**src/rtl/s444_phase_mon.sv**
```systemverilog
// Two-road traffic-light phase monitor: tracks the lamp phase sequence, reports the dwell
// of each completed phase and latches sticky error flags.
module s444_phase_mon #(
  parameter int DW = 8
) (
  input  logic          CK,
  input  logic          RST,
  input  logic          CLR,
  input  logic [2:0]    LA,
  input  logic [2:0]    LB,
  output logic [2:0]    PHASE,
  output logic          DV,
  output logic [DW-1:0] DWELL,
  output logic          ERR_OH,
  output logic          ERR_CF,
  output logic          ERR_SQ
);

  typedef enum logic [2:0] {
    S_INIT = 3'd0,
    S_AG   = 3'd1,
    S_AY   = 3'd2,
    S_RA   = 3'd3,
    S_BG   = 3'd4,
    S_BY   = 3'd5,
    S_RB   = 3'd6
  } phase_t;

  localparam logic [2:0] LG = 3'b100;
  localparam logic [2:0] LY = 3'b010;
  localparam logic [2:0] LR = 3'b001;

  phase_t        state, state_n;
  logic [DW-1:0] cnt, cnt_n, cnt_inc;
  logic          dv_n;
  logic          new_oh, new_cf, new_sq;
  logic          one_hot, conflict;
  logic          is_ag, is_ay, is_bg, is_by, is_red;
  logic          hold, succ;
  phase_t        tgt;

  assign one_hot  = $onehot(LA) && $onehot(LB);
  assign conflict = (LA != LR) && (LB != LR);
  assign is_ag    = (LA == LG) && (LB == LR);
  assign is_ay    = (LA == LY) && (LB == LR);
  assign is_bg    = (LA == LR) && (LB == LG);
  assign is_by    = (LA == LR) && (LB == LY);
  assign is_red   = (LA == LR) && (LB == LR);
  assign cnt_inc  = (cnt == {DW{1'b1}}) ? cnt : cnt + DW'(1);

  // Hold/successor decode for the current phase; yellow phases have two legal exits.
  always_comb begin
    hold = 1'b0;
    succ = 1'b0;
    tgt  = S_INIT;
    case (state)
      S_AG: begin hold = is_ag;  succ = is_ay;           tgt = S_AY; end
      S_AY: begin hold = is_ay;  succ = is_red || is_bg; tgt = is_red ? S_RA : S_BG; end
      S_RA: begin hold = is_red; succ = is_bg;           tgt = S_BG; end
      S_BG: begin hold = is_bg;  succ = is_by;           tgt = S_BY; end
      S_BY: begin hold = is_by;  succ = is_red || is_ag; tgt = is_red ? S_RB : S_AG; end
      S_RB: begin hold = is_red; succ = is_ag;           tgt = S_AG; end
      default: ;
    endcase
  end

  always_comb begin
    state_n = state;
    cnt_n   = cnt;
    dv_n    = 1'b0;
    new_oh  = 1'b0;
    new_cf  = 1'b0;
    new_sq  = 1'b0;
    if (!one_hot) begin
      new_oh  = 1'b1;
      state_n = S_INIT;
      cnt_n   = '0;
    end else if (conflict) begin
      new_cf  = 1'b1;
      state_n = S_INIT;
      cnt_n   = '0;
    end else begin
      case (state)
        S_INIT: begin
          // One-hot without conflict here is always all-red or a green/yellow pattern.
          if (!is_red) begin
            cnt_n = DW'(1);
            if (is_ag)      state_n = S_AG;
            else if (is_ay) state_n = S_AY;
            else if (is_bg) state_n = S_BG;
            else            state_n = S_BY;
          end
        end
        S_AG, S_AY, S_RA, S_BG, S_BY, S_RB: begin
          if (hold) begin
            cnt_n = cnt_inc;
          end else if (succ) begin
            state_n = tgt;
            dv_n    = 1'b1;
            cnt_n   = DW'(1);
          end else begin
            new_sq  = 1'b1;
            state_n = S_INIT;
            cnt_n   = '0;
          end
        end
        default: begin
          state_n = S_INIT;
          cnt_n   = '0;
        end
      endcase
    end
  end

  always_ff @(posedge CK or posedge RST) begin
    if (RST) begin
      state  <= S_INIT;
      cnt    <= '0;
      DV     <= 1'b0;
      DWELL  <= '0;
      ERR_OH <= 1'b0;
      ERR_CF <= 1'b0;
      ERR_SQ <= 1'b0;
    end else begin
      state  <= state_n;
      cnt    <= cnt_n;
      DV     <= dv_n;
      if (dv_n) DWELL <= cnt;
      // CLR drops old flags but never masks an error seen in the same cycle.
      ERR_OH <= (ERR_OH && !CLR) || new_oh;
      ERR_CF <= (ERR_CF && !CLR) || new_cf;
      ERR_SQ <= (ERR_SQ && !CLR) || new_sq;
    end
  end

  assign PHASE = state;

endmodule

```
**config.mk**
```make
export PLATFORM = sky130hd
export DESIGN_NAME = s444_phase_mon
export DESIGN_NICKNAME = d
export VERILOG_FILES = /design/src/rtl/s444_phase_mon.sv
export SDC_FILE = /design/constraint.sdc
export NUM_CORES = 1
export LEC_CHECK = 0
export ABC_CLOCK_PERIOD_IN_PS = 2300
export CAP_MARGIN = 20
export CORE_MARGIN = 5
export CORE_UTILIZATION = 54
export CTS_CLUSTER_DIAMETER = 200
export CTS_CLUSTER_SIZE = 30
export DETAILED_ROUTE_END_ITERATION = 10
export PLACE_DENSITY = 0.8
export SETUP_SLACK_MARGIN = 0.5
export SYNTH_ARGS = -nofsm -noshare
export SYNTH_HDL_FRONTEND = slang
export SYNTH_SLANG_ARGS = --single-unit
```
**constraint.sdc**
```tcl
create_clock -name CK -period 2.3 [get_ports CK]
set_input_delay 0.46 -clock CK [delete_from_list [all_inputs] [get_ports CK]]
set_output_delay 0.46 -clock CK [all_outputs]
set_load 0.01 [all_outputs]
```
==> reports/metrics.yaml, run 1 <==
layout:
  fin_util_pct: 92.2
  antennaDiodeCount: 0
  final_cells: 270
  most-common-layout-cells: "52 x buf_4, 20 x dfrtp_1, 13 x clkdlybuf4s50_1"
  fin_nets: 252
  layout_commonest_cell: "buf_4"
  area_growth_pct: 61.7
  drive_gt1_share_pct: 51.9
  design_area_sq_mm: 0.00259
clocking:
  cts-root-buf: "clkbuf_4"
  clk_pin_slew_ps: 130
  tritoncts: "done"
  cts_buffers: 3
  clkLatencyLatePin_ps: 350
  cts.path.max_buffers: 2
  htreeDepth: 1
  cts_hold_buf: 0
  numClockSinks: 23
detailed_routing:
  ant_nets: 0
  drt_iter0_drc: 264
  wl_per_cell_um: 25.8
  vias: 1934
  totalWireLength_mm: 6.97
  first_pass_iters: 5
  drt-vias-per-instance: 7.16
  drc: 0
global_route:
  antenna_found_initial: 0
  grt_pass1_wl_mm: 9.19
  track_usage_pct: 28.3
  grt-ovfl-total: 0
  grt_pass1_vias: 1792
  grt_max_degree: 24
power:
  power.density_mw_per_mm2: 301
  finalPower_mw: 0.778
  leakage_nw: 1.17
  ir_worst_vdd_uv: 293
worst_setup_path:
  cp_data_required_time_ps: 2550
  critPathCaptureType: "register"
  r2r_cells: 7
  timing_worst_setup_path_type: "in2reg"
  r2r-start: "PHASE[2]"
  arrival_ps: 2500
  worst-r2r-setup-slack_ps: 80
  r2r_end: "DWELL[1]"
  crit_fanout: 5
  startpoint_type: "input port"
sta:
  setup_viol: 0
  hold_viol: 0
  min_period_over_period_pct: 98.0
  tns_ps: 0
  slew_viol_final: 0
  rsz0062_at_grt: "yes"
  max_freq_ghz: 0.444
  worst_pin_slew_ps: 462
  fin_crit_ps: 2250
  slew_headroom_pct: 69.1
  finalClockSkew_ps: 13.6
logic_synthesis:
  synth_area_leaders: "dfrtp_1 36%, mux2_4 7.5%, nand2_1 3.1%, fa_1 2.5%, a21oi_1 2.2%"
  synth_edf_count: 0
  ys.flop_type: "dfrtp_1"
  synth_largest_area_cell: "dfrtp_1"
  synthCells: 158
  postSynthNetCount: 170
  syn_area_sq_mm: 0.00160
  synthDistinctLibCells: 58
  synthArstFlopShare_pct: 100
  synth_seq_area_share_pct: 36.0
  syn_area_per_cell_sq_um: 10.1
  ys.warnings.count: 0
  synth_top_area_share_pct: 36.0
  synth_seq_cells: 23
status:
  status: "finished clean"
flow_run:
  drv_cap: 0
place:
  hpwl_mm: 3.32
  portBuffers: 23
  place_congestion: 0.855
  place_area_sq_mm: 0.00216
  place_inst: 241
floorplanning:
  die_h_um: 64.4
  initial_core_util_pct: 57.0
  die_x_um: 64.4
  row_count: 19
  io_pins: 24
  die_area_sq_mm: 0.00415
  core-area_sq_mm: 0.00281
hold_path:
  hp-class: "in2async"
## Yosys cell counts (4+ instances only)
master / count
nand4_1: 4
nand3_1: 7
nor2b_1: 4
buf_2: 4
dfrtp_1: 23
inv_1: 9
o21ai_0: 4
a21oi_1: 7
nor2_1: 6
mux2_4: 8
a31oi_1: 4
nand2_1: 13
## final cells by class
cell class                 count  area, sq um
tap                           31         38.8
timing repair buffer          84          722
fill                         101          219
multi-input combinational    119         1170
inverter                       9         43.8
clock inverter                 1         5.00
clock buffer                   3         22.5
sequential                    23          579
## sequential cells by signal, summed over array words and instances (netlist names)
signal / cells
ERR_SQ: 1
cnt: 8
DWELL: 8
DV: 1
PHASE: 3
ERR_CF: 1
ERR_OH: 1
## report_power, final
group / internal [mW] / switching (mW)
Clock: 0.0656 / 0.137
Combinational: 0.0839 / 0.0805
Sequential: 0.408 / 0.00344
Total: 0.557 / 0.221
## stage by stage
| step | setup slack [ps] | hold WS, ps |
|---|---|---|
| global placement | -599 | 469 |
| finish | 46.3 | 465 |
| detailed placement | -701 | 486 |
| CTS | 83.9 | 475 |
| floorplan | -89.0 | 462 |
| global route | 29.3 | 499 |
## worst max path at each step
stage | from | to | slack (ps) | cells past startpoint
after floorplan | LA[0] | DWELL[0] | -90 | 7
after global placement | LB[2] | DWELL[5] | -600 | 8
after detailed placement | LB[2] | DWELL[1] | -700 | 8
after CTS | LB[2] | DWELL[1] | 80 | 9
after global routing | LB[1] | DWELL[1] | 30 | 9
final | LB[1] | DWELL[1] | 50 | 9
## routing by layer
layer  vias to the layer above  routed length [um]  global-route usage, %  part of all wire, %
met5                         -                   0                      0                    0
met4                         0                 333                   7.92                  4.8
met3                        38                 767                   6.04                   11
met2                       198                3220                   47.8                   46
met1                       927                2650                   37.0                   38
li1                        771                   -                      -                    -
## what timing repair did
item	4_1_cts	5_1_grt
setup endpoints to repair	26	25
buffers inserted	10	14
pin swaps	14	15
hold endpoints to repair	0	0
gates resized for setup	54	29
cloned	1	0
## critical path, cell delays in order
cell and delay [ps]:
buf_8 80, inv_4 30, fa_1 520, nand4bb_4 240, a211oi_4 280, o41ai_4 190, buf_4 200, nor2_8 180
mux2_4 330
## kinds of logic after synthesis
kind of cell	share of synthesized area (%)
compound gates	19.9
xor+xnor	1.10
fa+ha+maj	3.29
buf+inv	4.54
flops	36.0
mux	7.51
simple gates	27.7
(Power assumes the default switching activity.)
==> run 2, diff against run 1 <==
SKIP_CTS_REPAIR_TIMING = 1   (was unset)
==> reports/metrics.yaml, run 2 (synthesis results as in run 1) <==
status:
  status: "complete, but fails checks"
  violations: "negative setup slack"
layout:
  design_area_sq_mm: 0.00246
  layout_commonest_cell: "buf_4"
  antennaDiodeCount: 0
  drive_gt1_share_pct: 49.1
  most-common-layout-cells: "44 x buf_4, 22 x dfrtp_1, 16 x clkdlybuf4s50_1"
  fin_nets: 241
  area_growth_pct: 53.7
  fin_util_pct: 87.6
floorplanning:
  die_x_um: 64.4
  core-area_sq_mm: 0.00281
  die_h_um: 64.4
  io_pins: 24
  die_area_sq_mm: 0.00415
  initial_core_util_pct: 57.0
  row_count: 19
place:
  hpwl_mm: 3.32
  portBuffers: 23
  place_congestion: 0.855
  place_area_sq_mm: 0.00216
  post-place-ws_ps: -701
clocking:
  clkLatencyLatePin_ps: 330
  cts.path.max_buffers: 2
  htreeDepth: 1
  cts-root-buf: "clkbuf_4"
  tritoncts: "done"
  cts_buffers: 3
  clk_pin_slew_ps: 140
  numClockSinks: 23
sta:
  slew_viol_final: 0
  hold_slack_ps: 447
  worst_pin_slew_ps: 493
  setup_viol: 1
  min_period_over_period_pct: 103
  finalClockSkew_ps: 10.2
  max_freq_ghz: 0.422
  setup_ws_ps: -68.5
  slew_headroom_pct: 67.1
  fin_crit_ps: 2370
  rsz0062_at_grt: "yes"
  hold_viol: 0
  tns_ps: -68.5
global_route:
  antenna_found_initial: 0
  grt_pass1_wl_mm: 7.20
  grt_pass1_vias: 1561
  grt_max_degree: 24
  grt-ovfl-total: 0
  track_usage_pct: 21.6
worst_setup_path:
  r2r_end: "DWELL[3]"
  r2r_cells: 8
  arrival_ps: 2650
  startpoint_type: "input port"
  critPathCaptureType: "register"
  timing_worst_setup_path_type: "in2reg"
  cp_data_required_time_ps: 2580
  crit_fanout: 6
  r2r-start: "PHASE[0]"
  worst-r2r-setup-slack_ps: 40
power:
  ir_worst_vdd_uv: 365
  power.density_mw_per_mm2: 309
  leakage_nw: 1.06
detailed_routing:
  drt-vias-per-instance: 6.82
  drt_iter0_drc: 219
  ant_nets: 0
  first_pass_iters: 5
  drc: 0
  totalWireLength_mm: 5.91
  vias: 1766
  wl_per_cell_um: 22.8
hold_path:
  hp-class: "in2async"
flow_run:
  drv_cap: 0
==> run 2: stage by stage <==
step                      cells  power, mW
final                       259      0.760
after global routing        259      0.784
after CTS                   245      0.734
after detailed placement    241      0.548
after global placement      241      0.541
after floorplan             158      0.480
==> run 2: layout make-up <==
type                    instances  area (sq um)
clock inverters                 1          5.00
fillers                       121           348
clock buffers                   3          22.5
flip-flops and latches         23           579
inverters                       9          41.3
well taps                      31          38.8
multi-input cells             119          1140
repair buffers                 73           627
==> run 2: worst max-delay path, cell delays in order <==
cell and delay [ps]:
buf_8 90, inv_8 30, fa_1 520, nand4bb_4 280, a211oi_4 320, o41ai_4 160, buf_12 170, a2111oi_2 330
a41o_1 180, a31o_1 120
==> run 2: per-layer routing <==
metal,global-route usage (%),share of wire (%)
met5,0,0
met4,5.01,4.4
met3,6.22,7.8
met2,35.3,49
met1,28.4,39
==> run 2: power breakdown <==
part,internal [mW],switching (mW),total [mW]
logic,0.0791,0.0702,0.149
clock network,0.0654,0.133,0.198
registers,0.408,0.00470,0.412
==> run 2: worst max-delay path by stage <==
stage / startpoint / end / cells past startpoint
after floorplan: LA[0] / DWELL[0] / 7
after global placement: LB[2] / DWELL[5] / 8
after detailed placement: LB[2] / DWELL[1] / 8
after CTS: LB[2] / DWELL[1] / 8
after global routing: LB[2] / PHASE[2] / 10
final: LB[2] / PHASE[2] / 10
